--- config.mk ---
export PLATFORM = sky130hd
export DESIGN_NAME = flash_seq_arb
export DESIGN_NICKNAME = d
export VERILOG_FILES = /design/src/rtl/flash_seq_arb.sv
export SDC_FILE = /design/constraint.sdc
export NUM_CORES = 1
export LEC_CHECK = 0
export CELL_PAD_IN_SITES_DETAIL_PLACEMENT = 1
export CELL_PAD_IN_SITES_GLOBAL_PLACEMENT = 1
export CORE_ASPECT_RATIO = 1.25
export CORE_MARGIN = 2
export CORE_UTILIZATION = 31
export DETAILED_ROUTE_END_ITERATION = 10
export GPL_TIMING_DRIVEN = 0
export PLACE_DENSITY_LB_ADDON = 0.05
export SYNTH_ARGS = -nofsm -noshare
export SYNTH_HDL_FRONTEND = slang
export SYNTH_SLANG_ARGS = --single-unit
--- constraint.sdc ---
create_clock -name clk_f -period 2 [get_ports clk_f]
set_input_delay 0.4 -clock clk_f [delete_from_list [all_inputs] [get_ports clk_f]]
set_output_delay 0.4 -clock clk_f [all_outputs]
set_load 0.01 [all_outputs]
--- src/rtl/flash_seq_arb.sv ---
// Two-port arbiter and command sequencer for a byte-mode parallel NOR flash.
// Owns all strobe timing plus READ / PROGRAM / BLOCK ERASE command sequences with status polling.
module flash_seq_arb #(
  parameter int AW      = 24,
  parameter int TACC    = 6,
  parameter int TWP     = 4,
  parameter int TWH     = 2,
  parameter int STS_DLY = 4,
  parameter int TO_CYC  = 250000000
) (
  input  logic          clk_f,
  input  logic          rst,
  input  logic [1:0]    req,
  input  logic [1:0]    op0,
  input  logic [1:0]    op1,
  input  logic [AW-1:0] addr0,
  input  logic [AW-1:0] addr1,
  input  logic [7:0]    wdata0,
  input  logic [7:0]    wdata1,
  output logic [1:0]    done,
  output logic [7:0]    rdata,
  output logic          err,
  output logic          busy,
  output logic [AW-1:0] NF_A,
  output logic [7:0]    NF_D_O,
  output logic          NF_D_OE,
  input  logic [7:0]    NF_D_I,
  output logic          NF_CE,
  output logic          NF_OE,
  output logic          NF_WE,
  input  logic          NF_STS
);

  localparam int CW = $clog2(TO_CYC + 1);
  localparam logic [CW-1:0] RD_CAP   = CW'(TACC);
  localparam logic [CW-1:0] RD_LAST  = CW'(TACC + 1);
  localparam logic [CW-1:0] WE_LAST  = CW'(TWP - 1);
  localparam logic [CW-1:0] WH_LAST  = CW'(TWH - 1);
  localparam logic [CW-1:0] DLY_LAST = CW'(STS_DLY - 1);
  localparam logic [CW-1:0] TO_LIM   = CW'(TO_CYC);

  typedef enum logic [3:0] {
    S_IDLE, S_RD_CYC, S_WR_SETUP, S_WR_LOW, S_WR_HOLD,
    S_STS_DLY, S_STS_WAIT, S_STAT_RD, S_CLEAN, S_DONE
  } state_t;

  state_t          state_q, state_d;
  logic [CW-1:0]   cnt_q, cnt_d;
  logic [1:0]      step_q, step_d;
  logic            cln_q, cln_d;
  logic            gnt_q, gnt_d;
  logic            rr_q, rr_d;
  logic            serr_q, serr_d;
  logic            tout_q, tout_d;
  logic [AW-1:0]   addr_q;
  logic [7:0]      rdata_q;
  logic [1:0]      op_q;
  logic [7:0]      wdata_q;

  logic            gnt_fire, gnt_idx, rd_low;
  logic [1:0]      sel_op;
  logic [7:0]      cmd;

  function automatic logic [CW-1:0] sat_inc(input logic [CW-1:0] v);
    return (v == {CW{1'b1}}) ? v : v + CW'(1);
  endfunction

  function automatic logic sr_bad(input logic [7:0] sr);
    return !sr[7] | sr[5] | sr[4] | sr[3] | sr[1];
  endfunction

  assign gnt_fire = (state_q == S_IDLE) && NF_STS && (req != 2'b00);
  assign gnt_idx  = (req == 2'b11) ? ~rr_q : req[1];
  assign sel_op   = gnt_idx ? op1 : op0;

  // Clean-up writes reuse the write path; step 1 is always the 0xFF read-array command.
  always_comb begin
    cmd = 8'hFF;
    if (cln_q)               cmd = (step_q == 2'd0) ? 8'h50 : 8'hFF;
    else if (op_q == 2'b01)  cmd = (step_q == 2'd0) ? 8'h40 : wdata_q;
    else                     cmd = (step_q == 2'd0) ? 8'h20 : 8'hD0;
  end

  always_comb begin
    state_d = state_q;
    cnt_d   = cnt_q;
    step_d  = step_q;
    cln_d   = cln_q;
    gnt_d   = gnt_q;
    rr_d    = rr_q;
    serr_d  = serr_q;
    tout_d  = tout_q;
    case (state_q)
      S_IDLE: begin
        if (gnt_fire) begin
          gnt_d   = gnt_idx;
          if (req == 2'b11) rr_d = gnt_idx;
          cnt_d   = '0;
          step_d  = 2'd0;
          cln_d   = 1'b0;
          serr_d  = 1'b0;
          tout_d  = 1'b0;
          state_d = (sel_op[0] == sel_op[1]) ? S_RD_CYC : S_WR_SETUP;
        end
      end
      S_RD_CYC, S_STAT_RD: begin
        if (state_q == S_STAT_RD && cnt_q == RD_CAP) serr_d = sr_bad(NF_D_I);
        if (cnt_q == RD_LAST) begin
          cnt_d   = '0;
          state_d = (state_q == S_RD_CYC) ? S_DONE : S_CLEAN;
        end else begin
          cnt_d = sat_inc(cnt_q);
        end
      end
      S_WR_SETUP: begin
        cnt_d   = '0;
        state_d = S_WR_LOW;
      end
      S_WR_LOW: begin
        if (cnt_q == WE_LAST) begin
          cnt_d   = '0;
          state_d = S_WR_HOLD;
        end else begin
          cnt_d = sat_inc(cnt_q);
        end
      end
      S_WR_HOLD: begin
        if (cnt_q == WH_LAST) begin
          cnt_d = '0;
          if (step_q == 2'd0) begin
            step_d  = 2'd1;
            state_d = S_WR_SETUP;
          end else begin
            state_d = cln_q ? S_DONE : S_STS_DLY;
          end
        end else begin
          cnt_d = sat_inc(cnt_q);
        end
      end
      S_STS_DLY: begin
        if (cnt_q == DLY_LAST) begin
          cnt_d   = '0;
          state_d = S_STS_WAIT;
        end else begin
          cnt_d = sat_inc(cnt_q);
        end
      end
      S_STS_WAIT: begin
        if (NF_STS) begin
          cnt_d   = '0;
          state_d = S_STAT_RD;
        end else if (cnt_q == TO_LIM) begin
          tout_d  = 1'b1;
          state_d = S_CLEAN;
        end else begin
          cnt_d = sat_inc(cnt_q);
        end
      end
      S_CLEAN: begin
        cln_d   = 1'b1;
        cnt_d   = '0;
        step_d  = (serr_q | tout_q) ? 2'd0 : 2'd1;
        state_d = S_WR_SETUP;
      end
      S_DONE:  state_d = S_IDLE;
      default: state_d = S_IDLE;
    endcase
  end

  always_ff @(posedge clk_f) begin
    if (rst) begin
      state_q <= S_IDLE;
      cnt_q   <= '0;
      step_q  <= 2'd0;
      cln_q   <= 1'b0;
      gnt_q   <= 1'b0;
      rr_q    <= 1'b1;
      serr_q  <= 1'b0;
      tout_q  <= 1'b0;
      addr_q  <= '0;
      rdata_q <= 8'h00;
    end else begin
      state_q <= state_d;
      cnt_q   <= cnt_d;
      step_q  <= step_d;
      cln_q   <= cln_d;
      gnt_q   <= gnt_d;
      rr_q    <= rr_d;
      serr_q  <= serr_d;
      tout_q  <= tout_d;
      if (gnt_fire) addr_q <= gnt_idx ? addr1 : addr0;
      if (state_q == S_RD_CYC && cnt_q == RD_CAP) rdata_q <= NF_D_I;
    end
  end

  always_ff @(posedge clk_f) begin
    if (gnt_fire) begin
      op_q    <= sel_op;
      wdata_q <= gnt_idx ? wdata1 : wdata0;
    end
  end

  // Read bus cycle: one address-setup cycle, TACC strobe-low cycles, one recovery cycle.
  assign rd_low  = (state_q == S_RD_CYC || state_q == S_STAT_RD) && (cnt_q != '0) && (cnt_q <= RD_CAP);
  assign NF_OE   = !rd_low;
  assign NF_CE   = !(rd_low || state_q == S_WR_SETUP || state_q == S_WR_LOW);
  assign NF_WE   = !(state_q == S_WR_LOW);
  assign NF_D_OE = (state_q == S_WR_SETUP) || (state_q == S_WR_LOW) || (state_q == S_WR_HOLD);
  assign NF_D_O  = cmd;
  assign NF_A    = addr_q;
  assign busy    = (state_q != S_IDLE);
  assign done    = (state_q == S_DONE) ? (gnt_q ? 2'b10 : 2'b01) : 2'b00;
  assign err     = (state_q == S_DONE) && (serr_q | tout_q);
  assign rdata   = rdata_q;

endmodule
# --- Yosys cells after proc, flatten, opt, wreduce, memory -nomap -nowiden ---
# Cells that the tools add are included.
word_totals:
  in_bits: 81
  regBits: 81
classes:
  bitwise_logic: 6
  muxes: 43
  add_sub_neg: 1
  eq_ne: 29
  n_lt_le_gt_ge: 1
  reduce_logical: 37
op_table:
  columns: ["operator", "n"]
  rows:
  - ["$mux W28", 7]
  - ["$pmux W28 S6", 1]
  - ["$eq A28 B28 Y1 const B", 2]
  - ["$eq A28 B3 Y1 const B", 2]
  - ["$mux W8", 6]
  - ["$mux W4", 9]
  - ["$pmux W4 S8", 1]
  - ["$add A28 B1 Y28 const B", 1]
  - ["$eq A28 B1 Y1 const B", 1]
  - ["$eq A28 B2 Y1 const B", 1]
  - ["$le A28 B3 Y1 const B", 1]
  - ["$reduce_bool A28 Y1", 1]
  - ["$mux W24", 1]
  - ["$ne A2 B2 Y1 const B", 9]
  - ["$eq A4 B3 Y1 const B", 4]
  - ["$mux W2", 7]
  - ["$reduce_and A3 Y1", 3]
  - ["$eq A4 B2 Y1 const B", 2]
  - ["$eq A4 B4 Y1 const B", 2]
  - ["$reduce_and A4 Y1", 2]
  - ["$reduce_bool A2 Y1", 4]
  - ["$logic_and A1 B1 Y1", 7]
  - ["$mux W1", 7]
  - ["$ne A3 B3 Y1 const B", 2]
  - ["other kinds (18)", 34]

# --- Logic depth before layout (Yosys ltp) ---
# Gate-level depths: netlist (run 1).
logic_depth:
  ltp_word: 7
  depth_mapped: 9
  mapped_depth_nobuf: 8

# --- Worst setup path before layout (run 1) ---
# Ideal clock, no wire load.
synth_timing:
  path_type: "flip-flop to flip-flop"
  from: "reg cnt_q[1]"
  to: "reg cnt_q[15]"
  setup_ns: 0.120
  slack_ns: -0.212
  path_stages_with_launch: 9
  t_arrival_ns: 2.093
  period_less_slack_ns: 2.212
  required_ns: 1.880
  cell_sequence: "dfxtp_1 > ha_1 > nand3_1 > or4_1 > or4_1 > buf_6 > and4_4 > and3b_1 > a211o_1"
synth_via:
  elab_chain_len: 5
  elab_cells_between_ends: 15
  cone_classes: "add/sub (1); eq/ne (6); mux (7); reduce/logical (1)"
synth_lines:
  columns: ["item", "line_no", "source"]
  rows:
  - ["start, declared", "48", "logic [CW-1:0] cnt_q, cnt_d;"]
  - ["start signal, assigned", "184", "cnt_q <= cnt_d;"]
  - ["$add A28 B1 Y28 or $eq A28 B28 Y1 (tied branches)", "65", "return (v == {CW{1'b1}}) ? v : v + CW'(1);"]
  - ["$mux W28", "65", null]
  - ["$mux W28", "152", "end else if (cnt_q == TO_LIM) begin"]
  - ["$mux W28", "149", "if (NF_STS) begin"]
  - ["$pmux W28 S6", "93", "case (state_q)"]
# Parallel ways exist; a longest one is shown, timed or not. The select of a mux whose other input is x is not followed.
# A chain may end at the register's enable or synchronous reset.

# --- Final worst setup path (run 1) ---
layout_timing:
  from: "reg cnt_q[3]"
  to: "reg state_q[2]"
layout_via:
  elab_chain_len: 3
  elab_cells_between_ends: 10
  cone_classes: "eq/ne (9); reduce/logical (1)"
layout_lines:
  columns: ["item", "line_no", "source"]
  rows:
  - ["$eq A28 B28 Y1, or another cell as far along", "152", null]
  - ["$ne A3 B3 Y1 (no source line) or $ne A2 B2 Y1 (tied branches)", null, null]
  - ["$reduce_and A6 Y1 (no source line) (*)", null, null]
  - ["end signal, assigned", "183", "state_q <= state_d;"]
  - ["end, declared", "47", "state_t state_q, state_d;"]
# Every way passes the cells marked *; elsewhere a longest branch is shown, timed or not.

==> results.txt, run 1 <==
Net Count, Synth = 579
Initial DRC Count = 145
GPL Wtd Cong = 0.866
Synthesized cell area = 4230 µm²
Port Buffer Count = 128
Slowest cell on the critical path = dfxtp_4
Overflow after GRT = 0
Vias in the first global route = 4,610
Yosys cell types = 60
Total power = 6.96 mW
Worst Hold Class = reg -> reg
CTS Hold Buffers Added = 0
Dpl cells = 793
Largest stage delay on the critical path = 370 ps
Cell Count, Final, Fillers Out = 848
Largest net degree at the start of global routing = 20
Clock latency at the later pin of the worst-skew pair = 350 ps
Area taken by flip-flops and latches = 1770 µm²
Syn Inst Count = 494
DRT Wirelength = 16,600 µm
Via-to-Cell Ratio = 5.27
Worst path required time = 2280 ps
Critical path type = reg -> reg
Chip width = 108 µm
Antenna violation net count after detailed routing = 0
Drt wl/cell = 19.6 µm
Average cell area after synthesis = 8.55 µm²
Max Freq = 432 MHz
Die Y = 135 µm
GRT Overall Usage = 22.0%
Leakage dissipation = 2.52 nW
Asr flop ratio synth = 0%
Antenna violations before repair = 0
Placeable Area = 13,300 µm²
Fin crit share = 116%
Boundary Pins = 129
H-tree Lvls = 3
Post-detail-place hpwl = 11,400 µm
Initial Util = 31.8%
Nets = 757
CTS buffer count = 9
Die ar. = 14,600 µm²
Top_reg_cell synth = dfxtp_1
Critical path fanouts, max = 5
Power Dens Cells = 976 nW/µm²
Final Critical Period = 2310 ps
Final setup vio count = 44
DRC = 0
Outcome = finished with violations
Ant diodes = 0
WP data arrival = 2590 ps
Hold Vio Cnt, Final = 0
Worst Skew = 11.8 ps
Register area share after synthesis = 40.3%
EDFF count, synth = 10
Failing checks = negative setup slack
Setup TNS = -8920 ps
Total number of vias = 4,467
Filler cell count = 1,508
Global-route wire length before repair = 24,600 µm
Clk slew on worst S/H paths = 70 ps
Hold_ws = 489 ps
Commonest non-fill, non-tap cell in the layout = clkdlybuf4s50_1
Worst slew pin tran = 595 ps
RSZ-0062 raised after global routing = true
Clock Sinks = 80
Max Cap Viol = 0
Clock root buffer = clkbuf_16
Most frequent cells in the layout = 111 x clkdlybuf4s50_1, 66 x nor2_1, 46 x dfxtp_1, 34 x buf_4, 34 x mux2i_1
Footprint of the multi-input gates = 2950 µm²
Clock Tree Buf Depth = 2
Ys Warns = 0
Pre-CTS setup slack = -909 ps
Worst setup EP type = flop
Floorplan row count = 47
Max VDD drop = 0.000554 V
Max Slew Vio Count = 0
Register bit total from synthesis = 80
DR pass1 iterations = 4
Critical-path cell list = nor4_4 > buf_4 > nand3_4 > nor3_4 > buf_6 > a311o_2 > o221ai_4 > or3_1 > a21oi_2
Setup ws final = -313 ps
Layout area overhead = 68.8%
Rel. slew slack = 60.3%
Critical path startpoint category = flop
R2R setup slack = -310 ps
Layout cells sized above 1 = 31.9%
CTS tree = done
## synth_stat cells, types with 2 or more instances
cell type  count  area (µm²)
a2111oi_0      2        17.5
a211oi_1      28         210
a21boi_0       2        15.0
a21oi_1       19        95.1
a31o_2         2        17.5
a31oi_1        5        31.3
a41oi_1        2        17.5
and3_1         9        56.3
and3b_1        2        17.5
and4_1         3        26.3
buf_1          2        7.51
buf_2          5        25.0
clkbuf_1      21        78.8
dfxtp_1       70        1400
edfxtp_1      10         300
ha_1           4        50.1
inv_1         10        37.5
inv_2          2        7.51
mux2_2        10         113
mux2i_1       34         340
nand2_1       29         109
nand2b_1       5        31.3
nand3_1       20         100
nand3_2        2        20.0
nand3b_1       2        15.0
nand4_1       12        75.1
nand4b_1       2        17.5
nor2_1        90         338
nor2b_1        4        25.0
nor3_1        10        50.1
nor4_1        11        68.8
o21ai_0       13        65.1
o21ai_1        2        10.0
or3_1          4        25.0
or4_1          2        15.0
xnor2_1        7        61.3
xor2_1        14         123
## power breakdown
part | switching (mW) | internal [mW] | leakage [nW] | total (mW)
combinational | 1.62 | 1.46 | 1.69 | 3.08
sequential | 0.210 | 1.89 | 0.679 | 2.10
clock | 0.693 | 1.09 | 0.150 | 1.79
## final timing paths
| kind | start | endpoint | cells past startpoint |
|---|---|---|---|
| setup / recovery | cnt_q[3]$_SDFFE_PP0P_ | state_q[2]$_SDFFE_PP0P_ | 9 |
| hold / removal | serr_q$_SDFFE_PP0P_ | serr_q$_SDFFE_PP0P_ | 2 |
| hold reg to reg | serr_q$_SDFFE_PP0P_ | serr_q$_SDFFE_PP0P_ | 2 |
| setup reg to reg | cnt_q[3]$_SDFFE_PP0P_ | state_q[2]$_SDFFE_PP0P_ | 9 |
## per-layer routing
| layer | routed length [µm] | track usage, % |
|---|---|---|
| met1 | 6230 | 23.8 |
| met2 | 9450 | 41.7 |
| met3 | 608 | 4.63 |
| met4 | 332 | 6.98 |
| met5 | 0 | 0 |
## flip-flops by register name (all words and copies together), names as in the netlist
register and flops:
cnt_q 28, NF_A 24, rdata 8, wdata_q 8, state_q 4, op_q 2, cln_q 1, gnt_q 1
rr_q 1, serr_q 1, step_q 1, tout_q 1
## per-stage QoR
step           cell area, µm²  util [%]
4_1_cts                  6720      50.6
2_1_floorplan            4270         -
3_3_place_gp             5760      43.4
6_report                 7130      53.7
5_1_grt                  7130      53.7
3_5_place_dp             5760      43.4
## critical path: cells and delay by family, from the launching register on
kind,cells,cell delay (ps)
and+or+nand+nor,4,920
AOI/OAI and AO/OA,3,630
DFF,1,370
buffers and inverters,2,310
## what timing repair did
| action | in CTS | in global routing |
|---|---|---|
| setup buffers | 29 | 16 |
| resized for setup | 165 | 90 |
| gates cloned | 2 | 1 |
| pin swaps | 46 | 28 |
| setup endpoints to repair | 102 | 71 |
## area by class of cell
cell class	instances	area share, %
flip-flops and latches	80	24.8
well taps	171	3.00
repair buffers	172	22.8
multi-input cells	373	41.3
inverters	12	0.789
clock inverters	5	1.14
plain buffers	24	2.89
clock buffers	11	3.26
## logic make-up (layout without fill, tap and decap cells)
family,count (synthesis),after routing,share of synthesized area (%)
fa+ha+maj,4,4,1.18
mux,44,44,10.7
simple gates,215,215,25.3
flops,80,80,40.3
xor+xnor,21,21,4.35
buf+inv,41,224,3.97
compound gates,89,89,14.2
No activity file was read; power rests on OpenSTA's default activity.
==> run 2: changes to the inputs <==
--- a/config.mk
+++ b/config.mk
@@ -9,7 +9,8 @@
 export CELL_PAD_IN_SITES_GLOBAL_PLACEMENT = 1
 export CORE_ASPECT_RATIO = 1.25
 export CORE_MARGIN = 2
-export CORE_UTILIZATION = 31
+export CORE_UTILIZATION = 32
+export CTS_BUF_LIST = sky130_fd_sc_hd__clkbuf_8
 export DETAILED_ROUTE_END_ITERATION = 10
 export GPL_TIMING_DRIVEN = 0
 export PLACE_DENSITY_LB_ADDON = 0.05
==> run 2 against run 1 <==
  * The flow still finishes with violations (negative setup slack)
  * Via count grew 3.4%
  * Critical path type unchanged
  * Sequential share of layout area up 0.27 points
  * Power is 5.9% lower
  * Clock-buffer cell count fell by 2
  * Register-to-register slack worse by 60 ps
  * Worst hold slack improved by 10 ps
  * Highest routed layer unchanged
  * Sequential power about the same
==> results.txt, run 2 (synthesis results as in run 1) <==
Commonest non-fill, non-tap cell in the layout = clkdlybuf4s50_1
Worst setup EP type = flop
Final instance area = 7050 µm²
Clock latency at the later pin of the worst-skew pair = 360 ps
Max reg flops = 28
CTS tree = done
Footprint of the multi-input gates = 2910 µm²
Port Buffer Count = 128
Initial Util = 33.1%
Switching share of power = 39.0%
Overflow after GRT = 0
Failing checks = negative setup slack
Critical path startpoint category = flop
P_int = 4.00 mW
Floorplan row count = 46
Filler cell count = 1,499
Drt wl/cell = 20.1 µm
Chip width = 107 µm
Nets = 766
Global-route wire length before repair = 24,400 µm
Dpl cells = 790
Leakage dissipation = 2.54 nW
Comb power frac = 49.9%
Core Util, Final = 55.2%
GPL Wtd Cong = 0.876
Worst Skew = 17.3 ps
Die Y = 132 µm
Largest net degree at the start of global routing = 20
Layout cells sized above 1 = 32.1%
DR pass1 iterations = 4
RSZ-0062 raised after global routing = true
Placed cell area = 5760 µm²
Clock Tree Buf Depth = 2
Ant diodes = 0
Die ar. = 14,100 µm²
CTS buffer count = 9
Via-to-Cell Ratio = 5.41
Max Slew Vio Count = 0
Rel. slew slack = 50.3%
Critical path type = reg -> reg
Total number of vias = 4,620
Clk slew on worst S/H paths = 90 ps
Clock root buffer = clkbuf_8
Placeable Area = 12,800 µm²
Fin crit share = 119%
GRT Overall Usage = 21.8%
Area taken by flip-flops and latches = 1770 µm²
WP data arrival = 2630 ps
Boundary Pins = 129
Setup TNS = -9240 ps
Max Freq = 421 MHz
Antenna violations before repair = 0
Setup ws final = -376 ps
Sw power = 2.55 mW
Final Critical Period = 2380 ps
Critical path fanouts, max = 8
Worst Hold Class = reg -> reg
Max Cap Viol = 0
Power Dens Cells = 930 nW/µm²
H-tree Lvls = 3
DRC = 0
Worst slew pin tran = 745 ps
Cell Count, Final, Fillers Out = 854
Max VDD drop = 0.000519 V
DRT Wirelength = 17,200 µm
Outcome = finished with violations
Final setup vio count = 51
Layout area overhead = 66.8%
Vias in the first global route = 4,582
Seq pwr share = 31.7%
Antenna violation net count after detailed routing = 0
Clock Sinks = 80
Post-detail-place hpwl = 10,900 µm
Most frequent cells in the layout = 111 x clkdlybuf4s50_1, 73 x nor2_1, 46 x dfxtp_1, 37 x buf_4, 32 x mux2i_1
Worst path required time = 2250 ps
Initial DRC Count = 206
Clock share of power = 18.4%
Top reg by flops = cnt_q
Hold Vio Cnt, Final = 0
run 2: worst max-delay path, cell delays in order (launching register included):
cell	delay, ps
dfxtp_4	380
nor4_4	390
nand3_2	170
buf_4	170
buf_6	120
nor4b_4	350
nor2_4	100
buf_6	170
nand3_1	100
xor2_1	220
nor2_1	90
run 2: metrics by stage:
stage	total power, mW	hold WS, ps	setup slack, ps
after detailed placement	4.35	476	-929
after global routing	6.88	519	-478
after global placement	4.30	462	-915
after CTS	5.93	499	-289
after floorplan	3.27	450	-141
final	6.55	499	-376
run 2: area by class of cell:
type,count,area share [%]
inverter,12,0.728
clock buffer,9,1.76
clock inverter,7,0.906
multi-input combinational,373,41.3
timing repair buffer,183,24.6
sequential,80,25.1
buffer,22,2.65
tap,168,2.98
run 2: what timing repair did:
| item | CTS | global route |
|---|---|---|
| resized for setup | 156 | 106 |
| hold buffers | 0 | 0 |
| buffers inserted | 29 | 25 |
| setup endpoints to repair | 101 | 88 |
| pin swaps | 15 | 42 |
| gates cloned | 1 | 1 |
run 2: path summary, 6_finish.rpt:
kind                                             from               endpoint  slack, ps  cells after the start
worst max-delay path            cnt_q[3]$_SDFFE_PP0P_  cnt_q[5]$_SDFFE_PP0P_       -380                     10
worst max register to register  cnt_q[3]$_SDFFE_PP0P_  cnt_q[5]$_SDFFE_PP0P_       -380                     10
worst min register to register  rdata[3]$_SDFFE_PP0P_  rdata[3]$_SDFFE_PP0P_        500                      2
worst min-delay path            rdata[3]$_SDFFE_PP0P_  rdata[3]$_SDFFE_PP0P_        500                      2
run 2: power by group through the flow:
stage | sequential [mW] | combinational (mW) | clock (mW)
2_1_floorplan | 2.09 | 1.18 | 0
3_3_place_gp | 2.04 | 2.26 | 0
3_5_place_dp | 2.05 | 2.30 | 0
4_1_cts | 2.07 | 2.62 | 1.24
5_1_grt | 2.11 | 3.48 | 1.29
6_report | 2.08 | 3.27 | 1.21
run 2: metal layers:
metal | vias up | track usage, % | wire length (µm) | share of wire [%]
met5 | - | 0 | 0 | 0
met4 | 0 | 5.41 | 304 | 1.8
met3 | 24 | 4.33 | 863 | 5.0
met2 | 129 | 40.4 | 9340 | 54
met1 | 2298 | 25.4 | 6680 | 39
li1 | 2169 | - | - | -
